==> config.mk <==
export PLATFORM = sky130hd
export DESIGN_NAME = soc_bus_decoder
export DESIGN_NICKNAME = d
export VERILOG_FILES = /design/src/rtl/soc_bus_pkg.sv /design/src/rtl/soc_addr_region_match.sv /design/src/rtl/soc_bus_decoder.sv
export SDC_FILE = /design/constraint.sdc
export NUM_CORES = 1
export LEC_CHECK = 0
export BUFFER_PORTS_ARGS = -buffer_cell sky130_fd_sc_hd__buf_4
export CAP_MARGIN = 15
export CORE_AREA = 2 2 126 128
export CTS_CLUSTER_SIZE = 14
export DETAILED_ROUTE_END_ITERATION = 6
export DIE_AREA = 0 0 128 130
export SLEW_MARGIN = 20
export SYNTH_ARGS = -nofsm -noshare
export SYNTH_HDL_FRONTEND = slang
export SYNTH_SLANG_ARGS = --single-unit
==> constraint.sdc <==
create_clock -name clk_i -period 2.3 [get_ports clk_i]
set_input_delay 0.115 -clock clk_i [delete_from_list [all_inputs] [get_ports clk_i]]
set_output_delay 0.115 -clock clk_i [all_outputs]
set_load 0.005 [all_outputs]
==> src/rtl/soc_bus_pkg.sv <==
// Shared types and constants for the SoC bus decoder.
// Targets, FSM states and the error-response read data.
package soc_bus_pkg;

    typedef enum logic [1:0] {
        TGT_NONE,
        TGT_RAM,
        TGT_PERIPH
    } bus_target_t;

    typedef enum logic [1:0] {
        IDLE,
        WAIT,
        ERR
    } decoder_state_t;

    localparam logic [31:0] SOC_ERR_RDATA = 32'hBADC_AB1E;

endpackage

==> src/rtl/soc_addr_region_match.sv <==
// Region hit compare: the address lies in [base, base + 2**size_log2).
// The base must be aligned to the region size.
module soc_addr_region_match #(
    parameter int unsigned            ADDR_WIDTH = 32,
    parameter logic [ADDR_WIDTH-1:0]  BASE       = '0,
    parameter int unsigned            SIZE_LOG2  = 12
) (
    input  logic [ADDR_WIDTH-1:0] addr,
    output logic                  hit
);

    assign hit = ((addr ^ BASE) >> SIZE_LOG2) == '0;

endmodule

==> src/rtl/soc_bus_decoder.sv <==
// Single-master OBI-style decoder onto RAM and peripheral ports, with an
// error response for unmapped addresses and for slaves that never answer.
module soc_bus_decoder
    import soc_bus_pkg::*;
#(
    parameter int unsigned                SOC_ADDR_WIDTH   = 32,
    parameter logic [SOC_ADDR_WIDTH-1:0]  RAM_BASE         = '0,
    parameter int unsigned                RAM_SIZE_LOG2    = 16,
    parameter logic [SOC_ADDR_WIDTH-1:0]  PERIPH_BASE      = SOC_ADDR_WIDTH'(32'h1000_0000),
    parameter int unsigned                PERIPH_SIZE_LOG2 = 12,
    parameter int unsigned                TIMEOUT_CYCLES   = 64,
    parameter logic [31:0]                ERR_RDATA        = SOC_ERR_RDATA
) (
    input  logic                      clk_i,
    input  logic                      rst_ni,
    input  logic                      soc_req_i,
    input  logic [SOC_ADDR_WIDTH-1:0] soc_addr_i,
    input  logic [3:0]                soc_be_i,
    input  logic                      soc_we_i,
    input  logic [31:0]               soc_wdata_i,
    output logic                      soc_gnt_o,
    output logic                      soc_rvalid_o,
    output logic [31:0]               soc_rdata_o,
    output logic                      soc_err_o,
    output logic                      ram_req_o,
    output logic [SOC_ADDR_WIDTH-1:0] ram_addr_o,
    output logic [3:0]                ram_be_o,
    output logic                      ram_we_o,
    output logic [31:0]               ram_wdata_o,
    input  logic                      ram_gnt_i,
    input  logic                      ram_rvalid_i,
    input  logic [31:0]               ram_rdata_i,
    output logic                      periph_req_o,
    output logic [SOC_ADDR_WIDTH-1:0] periph_addr_o,
    output logic [3:0]                periph_be_o,
    output logic                      periph_we_o,
    output logic [31:0]               periph_wdata_o,
    input  logic                      periph_gnt_i,
    input  logic                      periph_rvalid_i,
    input  logic [31:0]               periph_rdata_i,
    output logic [7:0]                timeout_cnt_o
);

    localparam int unsigned        TimerW    = $clog2(TIMEOUT_CYCLES);
    localparam logic [TimerW-1:0]  TimerOne  = TimerW'(1);
    localparam logic [TimerW-1:0]  TimerLast = TimerW'(TIMEOUT_CYCLES - 1);

    decoder_state_t     state_q;
    bus_target_t        target_q;
    logic [TimerW-1:0]  timer_q;
    logic [7:0]         timeout_cnt_q;

    logic        hit_ram, hit_periph;
    logic        sel_ram, sel_periph;
    logic        gnt, rvalid, err;
    logic [31:0] rdata;

    soc_addr_region_match #(
        .ADDR_WIDTH (SOC_ADDR_WIDTH),
        .BASE       (RAM_BASE),
        .SIZE_LOG2  (RAM_SIZE_LOG2)
    ) u_ram_match (
        .addr (soc_addr_i),
        .hit  (hit_ram)
    );

    soc_addr_region_match #(
        .ADDR_WIDTH (SOC_ADDR_WIDTH),
        .BASE       (PERIPH_BASE),
        .SIZE_LOG2  (PERIPH_SIZE_LOG2)
    ) u_periph_match (
        .addr (soc_addr_i),
        .hit  (hit_periph)
    );

    always_comb begin
        sel_ram    = 1'b0;
        sel_periph = 1'b0;
        gnt        = 1'b0;
        rvalid     = 1'b0;
        err        = 1'b0;
        rdata      = '0;
        unique case (state_q)
            IDLE: begin
                if (soc_req_i) begin
                    sel_ram    = hit_ram;
                    sel_periph = !hit_ram && hit_periph;
                    gnt        = hit_ram    ? ram_gnt_i    :
                                 hit_periph ? periph_gnt_i : 1'b1;
                end
            end
            WAIT: begin
                if (target_q == TGT_RAM) begin
                    rvalid = ram_rvalid_i;
                    rdata  = ram_rdata_i;
                end else if (target_q == TGT_PERIPH) begin
                    rvalid = periph_rvalid_i;
                    rdata  = periph_rdata_i;
                end
            end
            ERR: begin
                rvalid = 1'b1;
                rdata  = ERR_RDATA;
                err    = 1'b1;
            end
            default: ;
        endcase
    end

    // The timer counts cycles since the grant, so the grant cycle itself loads 1.
    always_ff @(posedge clk_i or negedge rst_ni) begin
        if (!rst_ni) begin
            state_q       <= IDLE;
            target_q      <= TGT_NONE;
            timer_q       <= '0;
            timeout_cnt_q <= '0;
        end else begin
            unique case (state_q)
                IDLE: begin
                    if (sel_ram && ram_gnt_i) begin
                        target_q <= TGT_RAM;
                        timer_q  <= TimerOne;
                        state_q  <= WAIT;
                    end else if (sel_periph && periph_gnt_i) begin
                        target_q <= TGT_PERIPH;
                        timer_q  <= TimerOne;
                        state_q  <= WAIT;
                    end else if (soc_req_i && !hit_ram && !hit_periph) begin
                        state_q <= ERR;
                    end
                end
                WAIT: begin
                    if (rvalid) begin
                        target_q <= TGT_NONE;
                        state_q  <= IDLE;
                    end else if (timer_q == TimerLast) begin
                        target_q <= TGT_NONE;
                        state_q  <= ERR;
                        if (timeout_cnt_q != 8'hFF) begin
                            timeout_cnt_q <= timeout_cnt_q + 8'd1;
                        end
                    end else begin
                        timer_q <= timer_q + TimerOne;
                    end
                end
                ERR:     state_q <= IDLE;
                default: state_q <= IDLE;
            endcase
        end
    end

    // Outputs are forced quiet while reset is held, even with the master requesting.
    assign soc_gnt_o      = rst_ni & gnt;
    assign soc_rvalid_o   = rst_ni & rvalid;
    assign soc_err_o      = rst_ni & err;
    assign soc_rdata_o    = rst_ni ? rdata : '0;

    assign ram_req_o      = rst_ni & sel_ram;
    assign ram_addr_o     = ram_req_o ? soc_addr_i  : '0;
    assign ram_be_o       = ram_req_o ? soc_be_i    : '0;
    assign ram_we_o       = ram_req_o & soc_we_i;
    assign ram_wdata_o    = ram_req_o ? soc_wdata_i : '0;

    assign periph_req_o   = rst_ni & sel_periph;
    assign periph_addr_o  = periph_req_o ? soc_addr_i  : '0;
    assign periph_be_o    = periph_req_o ? soc_be_i    : '0;
    assign periph_we_o    = periph_req_o & soc_we_i;
    assign periph_wdata_o = periph_req_o ? soc_wdata_i : '0;

    assign timeout_cnt_o  = timeout_cnt_q;

endmodule

; ---- Word-level counts from Yosys, hierarchy flattened
; Index checks and enable logic that the tools add are counted.
[totals]
ff_bits = 18
inputBits = 140
output_inout_bits = 183
wordCells = 79
[op_classes]
add_sub_neg = 2
n_eq_ne = 11
muxes = 38
n_bitwise = 9
n_reduce_logical = 15
[ops]
columns = operator, n
row1 = 2-to-1 mux 32 bit, 7
row2 = logical NOT 32 bit, 2
row3 = one-hot mux 32 bit (2 select lines), 1
row4 = 2-to-1 mux 6 bit, 4
row5 = 2-to-1 mux 2 bit, 9
row6 = one-hot mux 6 bit (2 select lines), 1
row7 = 2-to-1 mux 1 bit, 11
row8 = adder 8 x 1 -> 8 bit (second input constant), 1
row9 = 2-to-1 mux 4 bit, 2
row10 = inequality test 8 bit (second input constant), 1
row11 = one-hot mux 2 bit (2 select lines), 2
row12 = AND reduction 4 bit, 2
row13 = AND 1 bit, 7
row14 = adder 6 x 1 -> 6 bit (second input constant), 1
row15 = equality test 6 bit (second input constant), 1
row16 = inequality test 3 bit (second input constant), 2
row17 = logical AND 1 bit, 5
row18 = equality test 2 x 1 -> 1 bit (second input constant), 2
row19 = equality test 2 bit (second input constant), 2
row20 = inequality test 2 bit (second input constant), 2
row21 = inequality test 4 bit (second input constant), 1
row22 = AND reduction 3 bit, 1
row23 = logical NOT 1 bit, 2
row24 = logical NOT 2 bit, 1
row25 = other kinds (4), 5

; ---- Longest topological paths before layout
; Gate-level depths: netlist (run 1).
[logic_depth]
word_depth = 9
ltp_mapped = 8
depth_no_buf = 7

; ---- By module
; A second synthesis (run 1) with hierarchy kept.
[hier_totals]
cells_unflattened = 355
area_unflattened_um2 = 2544.9
[modules_own_cells]
columns = module, instances, cells_per_inst, area_per_inst_um2, seq_area_each_um2
row1 = soc_bus_decoder, 1, 342, 2446.1, 450.4
row2 = soc_addr_region_match at u_periph_match, 1, 8, 65.1, 0.0
row3 = soc_addr_region_match at u_ram_match, 1, 5, 33.8, 0.0

; ---- Least setup slack after synthesis (run 1)
; Ideal clock, no wire load.
[synth_timing]
path_type = register to register
startpoint = register state_q[0]
endpoint = register timeout_cnt_q[5], in the netlist timeout_cnt_o[5]
setup_ps = 79
arrival_ps = 1688
required_time_ps = 2221
path_slack_ps = 533
stages_incl_launch_ff = 7
n_path_buf = 0
synth_period_minus_slack_ps = 1767
path_cell_list = dfrtp_1 inv_1 ha_1 o31ai_4 o2111ai_4 nor3_1 xor2_1
[synth_between]
elab_chain_cells = 4
word_cells_on_any_way = 5
cone_classes = 2 x eq/ne / 1 x mux / 1 x bitwise / 1 x reduce/logical
[synth_rtl]
columns = element, line_no
row1 = from (decl), soc_bus_decoder.sv:48  ; decoder_state_t state_q;
row2 = from (signal assigned), soc_bus_decoder.sv:113  ; state_q <= IDLE;
row3 = from (signal assigned), soc_bus_decoder.sv:123  ; state_q <= WAIT;
row4 = from (signal assigned), soc_bus_decoder.sv:127  ; state_q <= WAIT;
row5 = equality test 2 bit / equality test 2 x 1 -> 1 bit (equally long branches), "soc_bus_decoder.sv:83, soc_bus_decoder.sv:118"
row6 = one-hot mux 1 bit (2 select lines), soc_bus_decoder.sv:83  ; unique case (state_q)
row7 = NOT 1 bit (no source line), --
row8 = AND reduction 4 bit (no source line) *, --
row9 = to (signal assigned), soc_bus_decoder.sv:140  ; timeout_cnt_q <= timeout_cnt_q + 8'd1;
row10 = to (decl), soc_bus_decoder.sv:51  ; logic [7:0] timeout_cnt_q;
; Every way passes the cells marked *; elsewhere a longest branch is shown, timed or not.
; A chain may end at the register's enable or synchronous reset.

; ---- Worst setup path in the final report (run 1)
[layout_timing]
startpoint = register state_q[0]
endpoint = output periph_wdata_o[4]
[layout_between]
elab_chain_cells = 4
[layout_rtl]
columns = element, line_no
row1 = logical NOT 2 bit, soc_bus_decoder.sv:83
row2 = 2-to-1 mux 1 bit, soc_bus_decoder.sv:83
row3 = AND 1 bit, soc_bus_decoder.sv:164  ; assign periph_req_o = rst_ni & sel_periph;
row4 = 2-to-1 mux 32 bit, soc_bus_decoder.sv:168  ; assign periph_wdata_o = periph_req_o ? soc_wdata_i : '0;
row5 = to (decl), soc_bus_decoder.sv:37  ; output logic [31:0] periph_wdata_o,
; No other way between the ends.

==> metrics.cfg, run 1 <==
[route]
dr.pass1.iters=4
drtIter0Drc=84
routed_wire_length_per_instance_um=13.8
drc=0
vias=3448
viasPerCell=4.14
ant_nets=0
routed_wl_mm=11.5

[floorplan]
dieWidth_um=128
dieArea_um2=16600
fp-row-count=46
core_um2=15400
io_pins=323
start_util=0.173
die_y_um=130

[sta]
slew_violations=0
setup_violations=0
hold_ws_ps=256
hold_violations=0
rsz0062_at_grt=false
setup_ws_ps=177
finalCritPeriodShare=0.923
fin_setup_tns_ps=0
min_period_ps=2120
skew_ps=1.76
fmax_ghz=0.471

[global_route]
grt_pass1_vias=3061
overflow=0
antenna_found_initial=0
grt_usage=0.122
grt_max_degree=55
grt_pass1_wl_mm=16.3

[synth]
synth_cells=364
yosys_warnings=0
synth.distinct_cells=49
ys_seq_elements=18
synthArstFlopShare=1.00
synth_area_per_cell_um2=7.33
synth_ff_type=dfrtp_1
synth_edf_count=0
ys_seq_area_frac=0.169
netlist_area_um2=2670

[worst_setup_path]
required_ps=2180
cp_cell_sequence=inv_1, ha_1, nand3_1, nor3_4, buf_12, and2_1, buf_4
crit_buf_inv=3
startpoint_type=flip-flop
arrival_ps=2010
slowest_stage=dfrtp_1
worst_setup_path_end_kind=output port
crit_fanout=50
path_delay_family=simple AND/OR/NAND/NOR gates
crit_type=flip-flop to output port
slowest_delay_ps=400

[clocking]
root_buffer=clkbuf_16
clkSinkCount=18
numCtsBuffers=3
clk_latency_ps=250
postCtsSetupBuffers=0
cts.clk_slew.worst_paths_ps=50
cts_max_level=1
clk_path_buf_depth=2
cts_tree=yes

[power_and_ir_drop]
swShare=0.331
sequentialPowerShare=0.243
switchingPower_uw=497
vdd_ir_drop_max_mv=0.251
leakagePower_nw=2.60
power_mw=1.50
p_per_area_nw_per_um2=298
p_clk_frac=0.259
p_int_mw=1.01
comb_power_share=0.499

[cells_and_area]
layout.nets=786
area_growth_pct=89.2
post-route-util=0.327
drive_gt1_frac=0.491
num_antenna_cells=0
mostFrequentLayoutCells=buf_4 (295), and2_1 (105), conb_1 (35)
fillers=1677
layout.cells.most_common=buf_4

[placed_design]
port_buffers=287
gp_congestion=0.838
post-place-ws_ps=244
dp_hpwl_mm=9.48

[worst_hold_path]
hold_class=input port to async pin

[status]
status=completed

[job]
maxCapViolCount=0

-- power groups by stage --
stage | Sequential, mW | Clock [mW] | Combinational, mW
2_1_floorplan | 0.365 | 0 | 0.357
3_3_place_gp | 0.370 | 0 | 0.748
3_5_place_dp | 0.370 | 0 | 0.749
4_1_cts | 0.364 | 0.396 | 0.751
5_1_grt | 0.369 | 0.410 | 0.827
6_report | 0.365 | 0.389 | 0.750
-- synthesized netlist by cell type, types with 2 or more instances --
library cell  instances  area, um^2
dfrtp_1              18         450
nor2_1               21        78.8
nand2_1              11        41.3
a22oi_1              32         240
xor2_1                6        52.6
and3_1                2        12.5
o21a_1                2        15.0
o2bb2ai_1             2        17.5
nor3_2                2        20.0
mux2i_1               2        20.0
a21oi_1               7        35.0
inv_1                 6        22.5
nand4_1               3        18.8
nor4_2                4        50.1
nor3_1                7        35.0
ha_1                  5        62.6
a31oi_1               2        12.5
o22ai_1               2        12.5
nand3_1              11        55.1
o21ai_0              26         130
and2_1              105         657
buf_2                 2        10.0
clkbuf_1             23        86.3
nor2b_1               4        25.0
buf_4                35         263
-- sequential cells by signal, summed over array words and instances (netlist names) --
name / count
state_q: 2
timer_q: 6
target_q: 2
timeout_cnt_o: 8
-- cell families (layout without fill, tap and decap cells) --
| family | Yosys count | count (layout) | share of synthesized area |
|---|---|---|---|
| adder cells (fa/ha/maj) | 5 | 5 | 0.0235 |
| XOR/XNOR | 7 | 7 | 0.0230 |
| multiplexers | 3 | 3 | 0.0117 |
| buffers and inverters | 66 | 308 | 0.143 |
| AO/OA/AOI/OAI | 84 | 84 | 0.220 |
| other | 1 | 35 | 0.00141 |
| flip-flops | 18 | 18 | 0.169 |
| AND/OR/NAND/NOR | 180 | 180 | 0.408 |
-- per-stage QoR --
| step | cell area [um^2] | cells |
|---|---|---|
| floorplan | 2790 | 398 |
| global placement | 4940 | 827 |
| detailed placement | 4940 | 827 |
| CTS | 5040 | 832 |
| global route | 5040 | 832 |
| finish | 5040 | 832 |
-- layout make-up --
class | count | area (um^2) | share of cell area
tap | 192 | 240 | 0.0476
multi-input combinational | 314 | 1980 | 0.392
inverter | 6 | 22.5 | 0.00447
clock buffer | 4 | 88.8 | 0.0176
timing repair buffer | 298 | 2260 | 0.449
sequential | 18 | 450 | 0.0893
-- metal layers --
layer	global-route usage	routed length (um)	vias to the layer above
met5	0	0	-
met4	0.0136	39	0
met3	0.0185	547	2
met2	0.222	6110	115
met1	0.158	4790	1585
li1	-	-	1746
-- timing repair --
| action | in CTS | in global routing |
|---|---|---|
| resized for setup | 0 | 0 |
| hold endpoints to repair | 18 | 0 |
| hold buffers | 1 | 0 |
-- worst paths after layout --
check	start	endpoint	slack, ps	cells past startpoint
max in group asynchronous	rst_ni	timer_q[4]$_DFFE_PN0P_	1670	3
worst min register to register	timeout_cnt_o[6]$_DFFE_PN0P_	timeout_cnt_o[6]$_DFFE_PN0P_	500	1
min in group clk_i	soc_req_i	state_q[0]$_DFFE_PN0P_	260	3
worst max register to register	state_q[0]$_DFFE_PN0P_	timeout_cnt_o[7]$_DFFE_PN0P_	320	6
worst max-delay path	state_q[0]$_DFFE_PN0P_	periph_wdata_o[4]	180	7
worst min-delay path	rst_ni	timeout_cnt_o[6]$_DFFE_PN0P_	260	2
Power figures use the tool's default switching activity.
==> inputs of run 2 (changes only) <==
--- a/config.mk
+++ b/config.mk
@@ -5,6 +5,7 @@
 export SDC_FILE = /design/constraint.sdc
 export NUM_CORES = 1
 export LEC_CHECK = 0
+export ABC_AREA = 1
 export BUFFER_PORTS_ARGS = -buffer_cell sky130_fd_sc_hd__buf_4
 export CAP_MARGIN = 15
 export CORE_AREA = 2 2 126 128
==> metrics.cfg, run 2 <==
[worst_setup_path]
crit_fanout=43  ; -14%
arrival_ps=1990  ; -20 ps
crit_type=flip-flop to output port
slowest_delay_ps=390  ; about the same
worst_setup_path_end_kind=output port
required_ps=2180  ; about the same
startpoint_type=flip-flop
cp_cell_sequence=inv_1, ha_1, nand2_1, nor2_1, inv_2, buf_12, nor2_1, buf_4
cpMostUsedCell=nor2_1
slowest_stage=dfrtp_1

[clocking]
clk_latency_ps=250  ; about the same
cts.clk_slew.worst_paths_ps=60  ; about the same
postCtsSetupBuffers=0  ; unchanged
root_buffer=clkbuf_16
cts_resized=0  ; unchanged
cts_tree=yes
numCtsBuffers=3  ; unchanged
clk_path_buf_depth=2  ; unchanged
cts_max_level=1  ; unchanged
hold_buffers=1  ; unchanged
clkSinkCount=18  ; unchanged

[power_and_ir_drop]
p_clk_frac=0.292  ; +0.033
comb_power_share=0.463  ; -0.036
p_per_area_nw_per_um2=261  ; -12%
p_int_uw=932  ; -7.4%
swShare=0.314  ; -0.0162
leakagePower_nw=3.22  ; +24%
switchingPower_uw=427  ; -14%
sequentialPowerShare=0.245  ; +0.002
vdd_ir_drop_max_mv=0.364  ; +45%

[placed_design]
port_buffers=287  ; unchanged
dp_cells=998  ; +21%
dp_hpwl_mm=9.83  ; +3.7%
gp_congestion=0.791  ; -5.5%

[global_route]
grt_usage=0.131  ; +0.00875
antenna_found_initial=0  ; unchanged
grt_max_degree=50  ; -9.1%
grt_pass1_vias=3428  ; +12%
grt_pass1_wl_mm=17.8  ; +9.2%
overflow=0  ; unchanged

[cells_and_area]
multi_input_area_um2=1840  ; -7.0%
drive_gt1_frac=0.397  ; -0.0936
seqCellArea_um2=450  ; unchanged
largest_reg_flops=8  ; unchanged
area_growth_pct=79.8
fillers=1744  ; +4.0%
layout.nets=957  ; +22%
stdcell_count=1005  ; +21%
mostFrequentLayoutCells=buf_4 (291), nand2_1 (114), nor2_1 (114)
layout.cells.most_common=buf_4

[worst_hold_path]
hold_class=input port to flip-flop

[synth]
ys_seq_area_frac=0.155  ; -0.0136
synth_top_area_frac=0.155  ; -0.0910
yosys_warnings=0  ; unchanged
synth_cells=540  ; +48%
ys_top_cells_by_area=dfrtp_1 (16%), nand2_1 (15%), nor2_1 (15%), inv_1 (12%), buf_4 (9.3%)
netlist_top_cells_count=nand2_1 (114), nor2_1 (114), inv_1 (91), nand3_1 (48), buf_4 (36)
synth_edf_count=0  ; unchanged
synth_ff_type=dfrtp_1
synth.distinct_cells=30  ; -39%
yosysTopAreaCell=dfrtp_1
ys_seq_elements=18  ; unchanged
synthArstFlopShare=1.00  ; unchanged
netlist_area_um2=2900  ; +8.7%
synth_area_per_cell_um2=5.37  ; -27%

[sta]
slew_headroom=0.616
setup_violations=0  ; unchanged
rsz0062_at_grt=false
skew_ps=2.25  ; +0.487 ps
finalCritPeriodShare=0.917  ; -0.00579
min_period_ps=2110  ; -13.3 ps
fin_setup_tns_ps=0  ; unchanged
hold_violations=0  ; unchanged
fmax_ghz=0.474  ; +0.63%
slew_violations=0  ; unchanged
worst_pin_slew_ps=575

[floorplan]
io_pins=323  ; unchanged
dieArea_um2=16600  ; unchanged
core_um2=15400  ; unchanged
start_util=0.188  ; +0.0151
die_y_um=130  ; unchanged
dieWidth_um=128  ; unchanged
fp-row-count=46  ; unchanged

[route]
drtIter0Drc=164  ; +95%
routed_wire_length_per_instance_um=12.1  ; -13%
viasPerCell=3.98  ; -4.0%
vias=4000  ; +16%
routed_wl_mm=12.1  ; +5.5%
dr.pass1.iters=4  ; unchanged
drc=0  ; unchanged
ant_nets=0  ; unchanged

[status]
status=completed

[job]
maxCapViolCount=0  ; unchanged

## run 2: cell types whose count changed after synthesis, moves of 5 or more
cell and delta:
clkbuf_1 -5, nand2_1 +103, inv_1 +85, nand3_1 +37
a21oi_1 +8, nor2_2 +12, and2_1 -105, a22oi_1 -32
nor2_1 +93
## run 2: final cells by class
cell class | count | area share
flip-flops and latches | 18 | 0.0864
diodes | 2 | 0.000960
well taps | 192 | 0.0461
multi-input cells | 401 | 0.353
repair buffers | 294 | 0.429
clock buffers | 4 | 0.0170
inverters | 94 | 0.0677
## run 2: worst paths after layout
check	start	end	slack (ps)	depth (start not counted)
worst max-delay path	state_q[0]$_DFFE_PN0P_	ram_wdata_o[20]	190	8
worst min-delay path	ram_gnt_i	target_q[0]$_DFFE_PN0P_	170	3
worst max register to register	state_q[1]$_DFFE_PN0P_	timer_q[5]$_DFFE_PN0P_	530	8
worst min register to register	timer_q[3]$_DFFE_PN0P_	timer_q[3]$_DFFE_PN0P_	480	2
max in group asynchronous	rst_ni	state_q[0]$_DFFE_PN0P_	1800	2
min in group asynchronous	rst_ni	timeout_cnt_o[0]$_DFFE_PN0P_	280	2
## run 2: worst max-delay path, delay by kind of cell (launching register included)
family | cells | cell delay, ps
buf+inv | 4 | 540
flops | 1 | 390
fa+ha+maj | 1 | 260
simple gates | 3 | 520
## run 2: metrics by stage
step / total power [mW] / util / hold slack (ps) / cell area [um^2] / worst slack, ps
final: 1.36 / 0.338 / 174 / 5210 / 191
after global routing: 1.46 / 0.338 / 194 / 5210 / 2.85
after CTS: 1.37 / 0.338 / 185 / 5210 / 180
after detailed placement: 0.971 / 0.331 / 21.1 / 5110 / 473
after global placement: 0.966 / 0.331 / 20.2 / 5110 / 536
after floorplan: 0.621 / - / -181 / 3030 / 702
## run 2: power groups by stage
| stage | registers [mW] | logic, mW | clock network [mW] |
|---|---|---|---|
| floorplan | 0.337 | 0.284 | 0 |
| global placement | 0.338 | 0.628 | 0 |
| detailed placement | 0.339 | 0.633 | 0 |
| CTS | 0.333 | 0.637 | 0.402 |
| global route | 0.334 | 0.706 | 0.418 |
| finish | 0.333 | 0.630 | 0.397 |
## run 2: logic make-up (layout without fill, tap and decap cells)
kind of cell | Yosys count | after routing | share of synthesized area
other | 1 | 37 | 0.00129
AOI/OAI and AO/OA | 44 | 44 | 0.0781
DFF | 18 | 18 | 0.155
and+or+nand+nor | 310 | 310 | 0.468
xor gates and xnor gates | 7 | 7 | 0.0211
adders and majority gates | 5 | 5 | 0.0216
buffers and inverters | 155 | 392 | 0.254
## run 2: routing by layer
metal	GRT usage	wire length [um]
met1	0.173	5190
met4	0.0239	152
met3	0.0119	697
met5	0	0
met2	0.234	6080
==> inputs of run 3 (changes only) <==
--- a/config.mk
+++ b/config.mk
@@ -12,6 +12,7 @@
 export CTS_CLUSTER_SIZE = 14
 export DETAILED_ROUTE_END_ITERATION = 6
 export DIE_AREA = 0 0 128 130
+export PLACE_DENSITY = 0.48
 export SLEW_MARGIN = 20
 export SYNTH_ARGS = -nofsm -noshare
 export SYNTH_HDL_FRONTEND = slang
==> constraint.sdc (replaced) <==
create_clock -name clk_i -period 2.3 [get_ports clk_i]
set_input_delay 0.115 -clock clk_i [delete_from_list [all_inputs] [get_ports clk_i]]
set_output_delay 0.115 -clock clk_i [all_outputs]
set_load 0.02 [all_outputs]
==> metrics.cfg, run 3 (same netlist as run 2, synthesis figures left out) <==
[clocking]
clkSinkCount=18  ; unchanged
cts_max_level=1  ; unchanged
postCtsSetupBuffers=0  ; unchanged
numCtsBuffers=3  ; unchanged
cts.clk_slew.worst_paths_ps=60  ; about the same
cts_tree=yes
clk_path_buf_depth=2  ; unchanged
root_buffer=clkbuf_16
clk_latency_ps=250  ; about the same

[sta]
rsz0062_at_grt=false
skew_ps=3.21  ; +0.963 ps
min_period_ps=2080  ; -28.4 ps
finalCritPeriodShare=0.905  ; -0.0124
hold_violations=0  ; unchanged
setup_ws_ps=219  ; +28.4 ps
setup_violations=0  ; unchanged
fin_setup_tns_ps=0  ; unchanged
fmax_ghz=0.481  ; +1.4%
slew_violations=0  ; unchanged

[route]
routed_wl_mm=12.9  ; +6.1%
routed_wire_length_per_instance_um=12.7  ; +5.7%
dr.pass1.iters=4  ; unchanged
vias=3995  ; -0.13%
viasPerCell=3.96  ; -0.52%
ant_nets=0  ; unchanged
drc=0  ; unchanged
drtIter0Drc=152  ; -7.3%

[global_route]
grt_pass1_wl_mm=18.8  ; +5.5%
grt_max_degree=50  ; unchanged
grt_pass1_vias=3479  ; +1.5%
grt_usage=0.139  ; +0.00825
overflow=0  ; unchanged
antenna_found_initial=0  ; unchanged

[power_and_ir_drop]
vdd_ir_drop_max_mv=0.379  ; +4.1%
power_mw=1.52  ; +12%
leakagePower_nw=3.24  ; +0.72%
p_per_area_nw_per_um2=289  ; +11%

[status]
status=completed

[worst_setup_path]
required_ps=2180  ; about the same
arrival_ps=1970  ; -20 ps
startpoint_type=flip-flop
crit_fanout=49  ; +14%
worst_setup_path_end_kind=output port
crit_type=flip-flop to output port

[floorplan]
die_y_um=130  ; unchanged
dieWidth_um=128  ; unchanged
fp-row-count=46  ; unchanged
start_util=0.188  ; unchanged
core_um2=15400  ; unchanged
io_pins=323  ; unchanged
dieArea_um2=16600  ; unchanged

[cells_and_area]
mostFrequentLayoutCells=buf_4 (297), nand2_1 (114), nor2_1 (113)
fin_area_um2=5250  ; +0.82%
largest_reg_flops=8  ; unchanged
layout.cells.most_common=buf_4
area_growth_pct=81.2
layout.nets=963  ; +0.63%
multi_input_area_um2=1840  ; +0.14%
seqCellArea_um2=450  ; unchanged
drive_gt1_frac=0.403  ; +0.00565
num_antenna_cells=0  ; -2
fillers=1768  ; +1.4%

[placed_design]
gp_congestion=0.814  ; +2.9%
place_area_um2=5150  ; +0.88%
port_buffers=287  ; unchanged
post-place-ws_ps=440  ; -33.3 ps
dp_hpwl_mm=10.7  ; +8.3%

[job]
maxCapViolCount=0  ; unchanged

[worst_hold_path]
hold_class=input port to flip-flop

run 3: metrics by stage:
step           instances  utilization  hold WS, ps
2_1_floorplan        574            -         -181
3_3_place_gp        1004        0.334        -64.5
3_5_place_dp        1004        0.334        -65.6
4_1_cts             1009        0.340          193
5_1_grt             1009        0.341          214
6_report            1009        0.341          182
run 3: per-layer routing:
layer,GRT usage,routed length (um),vias up
li1,-,-,2107
met1,0.176,5340,1730
met2,0.251,6580,140
met3,0.0201,704,18
met4,0.0304,228,0
met5,0,0,-
run 3: final timing paths:
path                                          from                      endpoint  slack (ps)  depth (start not counted)
setup / recovery            state_q[0]$_DFFE_PN0P_             periph_addr_o[11]         220                          8
setup reg to reg           target_q[1]$_DFFE_PN0P_        timer_q[1]$_DFFE_PN0P_         510                          9
min in group asynchronous                   rst_ni        state_q[1]$_DFFE_PN0P_         210                          2
hold / removal                           ram_gnt_i       target_q[0]$_DFFE_PN0P_         180                          3
max in group asynchronous                   rst_ni  timeout_cnt_o[6]$_DFFE_PN0P_        1670                          3
hold reg to reg             timer_q[3]$_DFFE_PN0P_        timer_q[3]$_DFFE_PN0P_         480                          2
run 3: area by class of cell:
cell class,count,area share
well taps,192,0.0457
clock buffers,4,0.0169
inverters,94,0.0672
multi-input cells,401,0.351
repair buffers,300,0.434
flip-flops and latches,18,0.0857
run 3: repair_timing:
action	CTS	global route
resized for setup	0	1
endpoints found under the hold margin	18	0
setup endpoints to repair	0	16
hold buffers	1	0
run 3: critical path: stages (launching register included):
cell and delay [ps]:
dfrtp_1 390, inv_1 80, ha_1 250, nand2_1 180, nor3_4 250, inv_2 60
buf_12 180, nor2_1 140, buf_4 160
run 3: power breakdown:
| group | total, mW | leakage, nW | switching (mW) | internal, mW |
|---|---|---|---|---|
| Combinational | 0.798 | 2.98 | 0.440 | 0.358 |
| Sequential | 0.333 | 0.218 | 0.00655 | 0.326 |
| Clock | 0.387 | 0.0442 | 0.122 | 0.265 |
| Total | 1.52 | 3.24 | 0.569 | 0.949 |
